File: src/rtl/ps2_byte_receiver.sv
// rtl/ps2_byte_receiver.sv - PS/2 device-to-host byte receiver with parity/stop checking and inter-edge timeout
module ps2_byte_receiver #(
    parameter int TIMEOUT = 50000
) (
    input  logic       CLK,
    input  logic       RESET,
    input  logic       CLK_MOUSE_IN,
    input  logic       DATA_MOUSE_IN,
    input  logic       READ_ENABLE,
    output logic [7:0] BYTE_READ,
    output logic [1:0] BYTE_ERROR_CODE,
    output logic       BYTE_READY
);

    localparam int TW = $clog2(TIMEOUT + 1);
    localparam logic [TW-1:0] TO_MAX = TW'(TIMEOUT);

    typedef enum logic [1:0] {
        ST_IDLE,
        ST_DATA,
        ST_PARITY,
        ST_STOP
    } state_t;

    logic clk_meta_q, clk_meta_d;
    logic clk_s_q, clk_s_d;
    logic clk_d_q, clk_d_d;
    logic dat_meta_q, dat_meta_d;
    logic dat_s_q, dat_s_d;

    state_t        state_q, state_d;
    logic [2:0]    bit_cnt_q, bit_cnt_d;
    logic [7:0]    shift_q, shift_d;
    logic          parity_q, parity_d;
    logic [TW-1:0] to_cnt_q, to_cnt_d;
    logic [7:0]    byte_q, byte_d;
    logic [1:0]    err_q, err_d;
    logic          ready_q, ready_d;

    logic fall;
    logic timed_out;

    always_comb begin
        clk_meta_d = CLK_MOUSE_IN;
        clk_s_d    = clk_meta_q;
        clk_d_d    = clk_s_q;
        dat_meta_d = DATA_MOUSE_IN;
        dat_s_d    = dat_meta_q;
    end

    // Idle PS/2 lines are high, so the synchronisers reset to 1 to avoid a false edge.
    always_ff @(posedge CLK or posedge RESET) begin
        if (RESET) begin
            clk_meta_q <= 1'b1;
            clk_s_q    <= 1'b1;
            clk_d_q    <= 1'b1;
            dat_meta_q <= 1'b1;
            dat_s_q    <= 1'b1;
        end else begin
            clk_meta_q <= clk_meta_d;
            clk_s_q    <= clk_s_d;
            clk_d_q    <= clk_d_d;
            dat_meta_q <= dat_meta_d;
            dat_s_q    <= dat_s_d;
        end
    end

    assign fall      = clk_d_q & ~clk_s_q;
    assign timed_out = (to_cnt_q == TO_MAX);

    always_comb begin
        state_d   = state_q;
        bit_cnt_d = bit_cnt_q;
        shift_d   = shift_q;
        parity_d  = parity_q;
        to_cnt_d  = to_cnt_q;
        byte_d    = byte_q;
        err_d     = err_q;
        ready_d   = 1'b0;

        if (state_q == ST_IDLE || fall) begin
            to_cnt_d = '0;
        end else if (!timed_out) begin
            to_cnt_d = to_cnt_q + 1'b1;
        end

        case (state_q)
            ST_IDLE: begin
                if (fall && !dat_s_q && READ_ENABLE) begin
                    bit_cnt_d = 3'd0;
                    state_d   = ST_DATA;
                end
            end
            ST_DATA: begin
                if (fall) begin
                    shift_d   = {dat_s_q, shift_q[7:1]};
                    bit_cnt_d = bit_cnt_q + 3'd1;
                    if (bit_cnt_q == 3'd7) begin
                        state_d = ST_PARITY;
                    end
                end else if (timed_out) begin
                    state_d = ST_IDLE;
                end
            end
            ST_PARITY: begin
                if (fall) begin
                    parity_d = dat_s_q;
                    state_d  = ST_STOP;
                end else if (timed_out) begin
                    state_d = ST_IDLE;
                end
            end
            ST_STOP: begin
                // Errors are reported alongside the byte, never used to drop it.
                if (fall) begin
                    byte_d  = shift_q;
                    err_d   = {~dat_s_q, ~(^{shift_q, parity_q})};
                    ready_d = 1'b1;
                    state_d = ST_IDLE;
                end else if (timed_out) begin
                    state_d = ST_IDLE;
                end
            end
            default: state_d = ST_IDLE;
        endcase
    end

    always_ff @(posedge CLK or posedge RESET) begin
        if (RESET) begin
            state_q   <= ST_IDLE;
            bit_cnt_q <= '0;
            shift_q   <= '0;
            parity_q  <= 1'b0;
            to_cnt_q  <= '0;
            byte_q    <= '0;
            err_q     <= '0;
            ready_q   <= 1'b0;
        end else begin
            state_q   <= state_d;
            bit_cnt_q <= bit_cnt_d;
            shift_q   <= shift_d;
            parity_q  <= parity_d;
            to_cnt_q  <= to_cnt_d;
            byte_q    <= byte_d;
            err_q     <= err_d;
            ready_q   <= ready_d;
        end
    end

    assign BYTE_READ       = byte_q;
    assign BYTE_ERROR_CODE = err_q;
    assign BYTE_READY      = ready_q;

endmodule

File: config.mk
export PLATFORM = sky130hd
export DESIGN_NAME = ps2_byte_receiver
export DESIGN_NICKNAME = d
export VERILOG_FILES = /design/src/rtl/ps2_byte_receiver.sv
export SDC_FILE = /design/constraint.sdc
export NUM_CORES = 1
export LEC_CHECK = 0
export ABC_AREA = 1
export BUFFER_PORTS_ARGS = -buffer_cell sky130_fd_sc_hd__buf_4
export CAP_MARGIN = 10
export CORE_MARGIN = 2
export CORE_UTILIZATION = 54
export CTS_CLUSTER_DIAMETER = 40
export DETAILED_ROUTE_END_ITERATION = 10
export HOLD_SLACK_MARGIN = 0.06
export PLACE_DENSITY = 0.77
export SKIP_LAST_GASP = 1
export SLEW_MARGIN = 20
export SYNTH_ARGS = -nofsm -noshare
export SYNTH_HDL_FRONTEND = slang
export SYNTH_SLANG_ARGS = --single-unit
File: constraint.sdc
create_clock -name CLK -period 2.5 [get_ports CLK]
set_input_delay 0.25 -clock CLK [delete_from_list [all_inputs] [get_ports CLK]]
set_output_delay 0.25 -clock CLK [all_outputs]
set_load 0.02 [all_outputs]
**After elaboration in Yosys (flattened, before gate mapping)**

Index checks and enable logic that the tools add are counted.

- Output and inout port bits: 11
- Register bits after elaboration: 46
- Logic and storage cells: 54

- Reductions and logical operators: 12
- $add $sub $neg: 2
- Bitwise operators: 4
- Muxes and demuxes: 14
- Equal/unequal tests: 9

Operator list:

| operator | count |
|---|---|
| 2-to-1 mux 16 bit | 2 |
| adder 16 x 1 -> 16 bit (second input constant) | 1 |
| == test 16 bit (second input constant) | 1 |
| 2-to-1 mux 2 bit | 6 |
| XOR reduction 9 bit | 1 |
| case mux 2 bit (4 select lines) | 1 |
| AND reduction 2 bit | 4 |
| 2-to-1 mux 3 bit | 2 |
| case mux 3 bit (2 select lines) | 1 |
| == test 2 bit (second input constant) | 2 |
| inequality test 2 x 1 -> 1 bit (second input constant) | 2 |
| adder 3 x 1 -> 3 bit (second input constant) | 1 |
| == test 3 bit (second input constant) | 1 |
| inequality test 3 bit (second input constant) | 1 |
| NOT 1 bit | 3 |
| AND reduction 3 bit | 1 |
| == test 2 x 1 -> 1 bit (second input constant) | 1 |
| logical AND 1 bit | 2 |
| logical NOT 2 bit | 1 |
| 2-to-1 mux 1 bit | 2 |
| inequality test 2 bit (second input constant) | 1 |
| nonzero test 2 bit | 1 |
| bitwise AND 1 bit | 1 |
| logical NOT 1 bit | 1 |
| logical OR 1 bit | 1 |

**Longest topological paths before layout**

Gate-level depths: netlist (run 1).

- Word-level depth: 6
- Depth in mapped cells: 9

**Worst setup path before layout (run 1)**

Ideal clock, no wire load.

- Path type: register -> register
- Start: register clk_d_q
- End: register err_q[0] (netlist: BYTE_ERROR_CODE[0])
- Setup time: 0.117 ns
- Slack: 1.168 ns
- Cell stages (with the launch flop): 9
- Period minus slack after synthesis: 1.332 ns
- Path buffers: 1
- Arrival: 1.214 ns
- Cell sequence: dfstp_2 -> inv_1 -> nor2_4 -> inv_2 -> nor3_4 -> inv_2 -> buf_6 -> nand2_1 -> nand2_1

- Cells in the longest elaborated chain, start to end: 2

Ends and longest elaborated chain:

| what | RTL line | source |
|---|---|---|
| start: declaration | 27 | `logic clk_d_q, clk_d_d;` |
| start signal: assignment | 62 | `clk_d_q <= clk_d_d;` |
| bitwise AND 1 bit | 68 | `assign fall = clk_d_q & ~clk_s_q;` |
| AND reduction 2 bit (no line) | - |  |
| end signal: assignment | 145 | `err_q <= err_d;` |
| end: declaration | 37 | `logic [1:0] err_q, err_d;` |

No other way between the ends.
A chain may end at the register's enable or synchronous reset.

**Final worst setup path (run 1)**

- Start: register clk_d_q
- End: register state_q[0]

- Cells in the longest elaborated chain, start to end: 5

Ends and longest elaborated chain:

| what | RTL line | source |
|---|---|---|
| bitwise AND 1 bit * | 68 |  |
| logical AND 1 bit (2 in a row) | 89 | `if (fall && !dat_s_q && READ_ENABLE) begin` |
| inequality test 2 x 1 -> 1 bit (no line) | - |  |
| AND reduction 2 bit (no line) | - |  |
| end signal: assignment | 139 | `state_q <= state_d;` |
| end: declaration | 31 | `state_t state_q, state_d;` |

Every way passes the cells marked *; elsewhere a longest branch is shown, timed or not.

==> results.ini, run 1 <==
[clocking]
cts_sinks=46
hold_buffers=2
cts_buffer_depth=2
cts_tree=yes
cts_buffers=5
postCtsSetupBuffers=0
clk_latency_ps=290
htree_levels=2
cts_resized=0
path_clk_slew_ps=80
clockRootBuffer=clkbuf_8

[critical_path]
critPathLaunch=clk_d_q
critPathMaxStageDelay_ps=520
crit_fanout=20
crit_required_ps=2690
worstSetupPathType=reg2reg
crit_top_cell=nand2_1
start_kind=register
crit_path_top_delay_cell=dfstp_2
endpoint_kind=register
r2r_cells=8
r2r-start=clk_d_q
r2r_end=state_q[0]
r2r_setup_slack_ps=720
cp-endpoint=state_q[0]
crit_path_cell_trace=inv_1 > nor2_4 > nand2_1 > or2_2 > nand2_1 > nor2_1 > nand2_1 > nand2_1
arrival_ps=1970

[global_routing]
first_global_vias=1725
antenna_found_initial=0
grt_usage=0.2160
grt_overflow=0
grt_max_degree=47
grt_pass1_wl_mm=7.369

[final_layout]
final_nets=304
drive_above_1_share=0.1520
areaGrowthSynthToFinish_pct=12.11
antennaDiodeCount=0
fin_util=0.6312
n_fill_cell=339

[route]
dr.pass1.iters=4
post_drt_wl_per_cell_um=12.51
wirelength_mm=4.330
via_count=1808
ant_nets=0
via_per_inst=5.225
drt-initial-drc-count=165
drc=0

[placement]
gp_congestion=0.8466
dp_slack_ps=729.0
numPortBuffers=15
hpwl_mm=3.182

[yosys]
syn_area_um2=2252
synth_cell_type_count=25
ys_seq_elements=46
yosys.area.top_type_share=0.4556
yosysSeqAreaShare=0.5139
yosys-top-cells-area=dfrtp_1 (46%), nand2_1 (11%), inv_1 (7.2%), dfstp_2 (5.8%), nor2_1 (4.8%)
avgSynthCellArea_um2=8.250
syn_nets=282
synth_top_area_cell=dfrtp_1
yosysWarnings=0
syn_inst=273

[sta]
finalSetupTns_ps=0
fin_ws_ps=716.4
finalCritPeriodShare=0.7134
slew_violations=0
relSlewSlack=0.3785
max_freq_mhz=560.7
worst_hold_slack_ps=162.6
tightest_slew_ps=931.0
rsz0062_at_grt=false
finClkSkew_ps=5.687
setup_viol=0
period_minus_slack_ps=1784
final_hold_viol_count=0

[floorplan]
io-pin-count=16
num_rows=23
coreArea_um2=4000
die-area_um2=4703
dieHeight_um=68.58
die_w_um=68.58
start_util=0.5630

[outcome]
outcome=finished clean

[power]
seqPwrFrac=0.444
switching_share=0.3832
design_power_total_uw=2415
p_clk_frac=0.189
powerDensity_nw_per_um2=956.4
p_leak_uw=0.001219
intPower_uw=1490
comb_power_share=0.367
ir_worst_vdd_uv=488.6
power.switching_uw=925.3

[flow_run]
drv_cap=0

[worst_hold_path]
hp-class=in2async

-- state kept, by name (all words and copies together), names as in the netlist --
register and count:
dat_s_q 1, clk_meta_q 1, shift_q 8, BYTE_READ 8
to_cnt_q 16, bit_cnt_q 3, dat_meta_q 1, BYTE_ERROR_CODE 2
state_q 2, BYTE_READY 1, clk_d_q 1, clk_d_d 1
parity_q 1
-- placed cells by master (no fill, tap or decap), drive strengths merged --
master and instances:
clkinv 1, nand2 64, or2 1, clkbuf 7, xor2 4, nor3 8
inv 45, nor2 32, nand4 5, mux2i 1, ha 4, nand3 20
xnor2 2, dfrtp 41, o21ai 28, a21oi 8, buf 16, dfstp 5
nand3b 2, dlygate4sd3 2
-- per-layer routing --
metal  global-route usage  part of all wire  up-vias
li1                     -                 -      903
met1               0.2598              0.44      841
met2               0.3522              0.48       45
met3              0.05357             0.038       19
met4               0.1225             0.041        0
met5                    0                 0        -
-- cells by family (layout without fill, tap and decap cells) --
logic type	after synthesis	in the layout	share of synthesized area
xor gates and xnor gates	6	6	0.02333
DFF	46	46	0.5139
adders and majority gates	4	4	0.02222
AOI/OAI and AO/OA	36	36	0.09333
buffers and inverters	48	71	0.08444
and+or+nand+nor	132	132	0.2583
muxes	1	1	0.004445
-- cell type report --
type	instances	area [µm²]	share of cell area
repair buffers	18	140.1	0.05550
clock buffers	7	86.33	0.03419
inverters	45	168.9	0.06690
multi-input cells	179	904.6	0.3583
clock inverters	1	5.005	0.001982
well taps	50	62.56	0.02478
flip-flops and latches	46	1157	0.4584
-- synthesized netlist by cell type (all sizes together) --
library cell  instances
ha                    4
dfrtp                41
nand3                20
nand4                 5
dfstp                 5
nand3b                2
mux2i                 1
a21oi                 8
xor2                  4
xnor2                 2
nor3                  8
nand2                64
buf                   3
o21ai                28
inv                  45
nor2                 32
or2                   1
-- power by group through the flow --
stage,clock network [µW],registers (µW),logic [µW]
finish,457,1070,886
global placement,0,1080,840
detailed placement,0,1080,881
CTS,472,1070,888
global route,500,1100,1020
floorplan,0,1130,569
-- critical path, delay by kind of cell, from the launching register on --
family	cells	cell delay, ps
and+or+nand+nor	7	1100
DFF	1	520
buffers and inverters	1	50
-- how the worst min path moves through the flow --
stage	slack [ps]	start	to
3_3_place_gp	350	dat_meta_q	dat_s_q
3_5_place_dp	350	clk_meta_q	clk_d_d
4_1_cts	190	RESET	to_cnt_q[13]
6_report	160	RESET	to_cnt_q[13]
5_1_grt	250	RESET	to_cnt_q[13]
2_1_floorplan	250	CLK_MOUSE_IN	clk_meta_q
-- stage by stage --
| stage | area (µm²) | std cells |
|---|---|---|
| 3_5_place_dp | 2414 | 336 |
| 2_1_floorplan | 2252 | 273 |
| 4_1_cts | 2525 | 346 |
| 6_report | 2525 | 346 |
| 5_1_grt | 2525 | 346 |
| 3_3_place_gp | 2414 | 336 |
Power figures use the tool's default switching activity.
==> inputs of run 2 (changes only) <==
--- a/config.mk
+++ b/config.mk
@@ -9,11 +9,11 @@
 export BUFFER_PORTS_ARGS = -buffer_cell sky130_fd_sc_hd__buf_4
 export CAP_MARGIN = 10
 export CORE_MARGIN = 2
-export CORE_UTILIZATION = 54
+export CORE_UTILIZATION = 53
 export CTS_CLUSTER_DIAMETER = 40
 export DETAILED_ROUTE_END_ITERATION = 10
 export HOLD_SLACK_MARGIN = 0.06
-export PLACE_DENSITY = 0.77
+export PLACE_DENSITY = 0.78
 export SKIP_LAST_GASP = 1
 export SLEW_MARGIN = 20
 export SYNTH_ARGS = -nofsm -noshare
==> constraint.sdc (replaced) <==
create_clock -name CLK -period 1.5 [get_ports CLK]
set_input_delay 0.15 -clock CLK [delete_from_list [all_inputs] [get_ports CLK]]
set_output_delay 0.15 -clock CLK [all_outputs]
set_load 0.02 [all_outputs]
==> results.ini, run 2 (same netlist as run 1, synthesis figures left out) <==
[global_routing]
grt_usage=0.1883
grt_pass1_wl_mm=7.134
antenna_found_initial=0
grt_overflow=0
first_global_vias=1640
grt_max_degree=47

[floorplan]
coreArea_um2=4058
start_util=0.5550
die-area_um2=4787
die_w_um=69.19
num_rows=23
dieHeight_um=69.19
io-pin-count=16

[final_layout]
n_fill_cell=344
final_common_cell=nand2_1
antennaDiodeCount=0
final_cell_mix=nand2_1 (61), inv_1 (42), dfrtp_1 (41)
regMostFlops=to_cnt_q
largest_reg_flops=16
areaGrowthSynthToFinish_pct=17.17
final_nets=313
drive_above_1_share=0.2000

[clocking]
cts_sinks=46
htree_levels=2
cts_buffers=5
cts_buffer_depth=2
path_clk_slew_ps=80
clockRootBuffer=clkbuf_8
clk_latency_ps=310
cts_tree=yes

[route]
ant_nets=0
dr.pass1.iters=4
drt-initial-drc-count=158
drc=0
via_per_inst=5.073
post_drt_wl_per_cell_um=12.23
wirelength_mm=4.342
via_count=1801

[sta]
finalCritPeriodShare=0.9513
rsz0062_at_grt=true
tightest_slew_ps=235.0
relSlewSlack=0.8428
slew_violations=0
finClkSkew_ps=15.58
period_minus_slack_ps=1427
final_hold_viol_count=0
fin_ws_ps=73.02
max_freq_mhz=700.8
setup_viol=0
worst_hold_slack_ps=284.6

[placement]
dp_slack_ps=24.50
gp_congestion=0.8695
numPortBuffers=15
hpwl_mm=2.910

[power]
powerDensity_nw_per_um2=1548
ir_worst_vdd_uv=1169
p_leak_uw=0.001265

[critical_path]
crit_required_ps=1740
start_kind=register
r2r-start=clk_d_q
worstSetupPathType=reg2reg
crit_fanout=9
endpoint_kind=register
arrival_ps=1660
critPathLaunch=clk_d_q

[worst_hold_path]
hp-class=in2reg
min_from=READ_ENABLE

[outcome]
outcome=finished clean

[flow_run]
drv_cap=0

## run 2: worst paths after layout
check                                to  slack, ps  cells after the start
max                        BYTE_READ[4]         70                      7
min                          state_q[1]        280                      5
max reg2reg                BYTE_READ[4]         70                      7
min reg2reg                     clk_d_d        360                      0
max in group asynchronous       clk_d_d        800                      4
min in group asynchronous   to_cnt_q[2]        420                      4
## run 2: metal layers
| metal | global-route usage | share of wire | vias to the layer above |
|---|---|---|---|
| met2 | 0.2949 | 0.45 | 46 |
| met4 | 0.08497 | 0.019 | 0 |
| li1 | - | - | 920 |
| met5 | 0 | 0 | - |
| met3 | 0.03924 | 0.053 | 7 |
| met1 | 0.2534 | 0.48 | 828 |
## run 2: stage by stage
stage | total power (µW) | setup TNS [ps] | cells | cell area (µm²) | utilization
final | 4086 | 0 | 355 | 2639 | 0.6503
after global routing | 4389 | -116.2 | 355 | 2639 | 0.6503
after global placement | 3194 | 0 | 338 | 2441 | 0.6016
after detailed placement | 3253 | 0 | 338 | 2441 | 0.6016
after floorplan | 2831 | 0 | 273 | 2252 | -
after CTS | 4059 | 0 | 349 | 2561 | 0.6312
## run 2: area by class of cell
cell class              count  area, µm²  share of cell area
multi-input cells         179      927.1              0.3514
inverters                  45      176.4             0.06686
clock inverters             3      21.27            0.008061
repair inverters            1      6.256            0.002371
well taps                  50      62.56             0.02371
repair buffers             26      219.0             0.08298
clock buffers               5      68.82             0.02608
flip-flops and latches     46       1157              0.4386
## run 2: critical path, cell delays in order, from the launching register on
cell     delay, ps
dfstp_2        520
inv_1           50
nor2_4         140
inv_2           80
nor3_4         190
buf_6          160
inv_4           80
o21ai_1        130
## run 2: timing repair
item	CTS	global route
gates resized for setup	0	16
hold buffers	3	0
hold endpoints to repair	43	0
buffers inserted	0	5
endpoints found under the setup margin	0	18
## run 2: power by group
group / switching (µW) / internal [µW] / total [µW] / leakage, µW
combinational: 923 / 607 / 1530 / 0.000619
clock: 444 / 328 / 771 / 0.0000441
sequential: 236 / 1550 / 1780 / 0.000602
total: 1600 / 2480 / 4090 / 0.00127
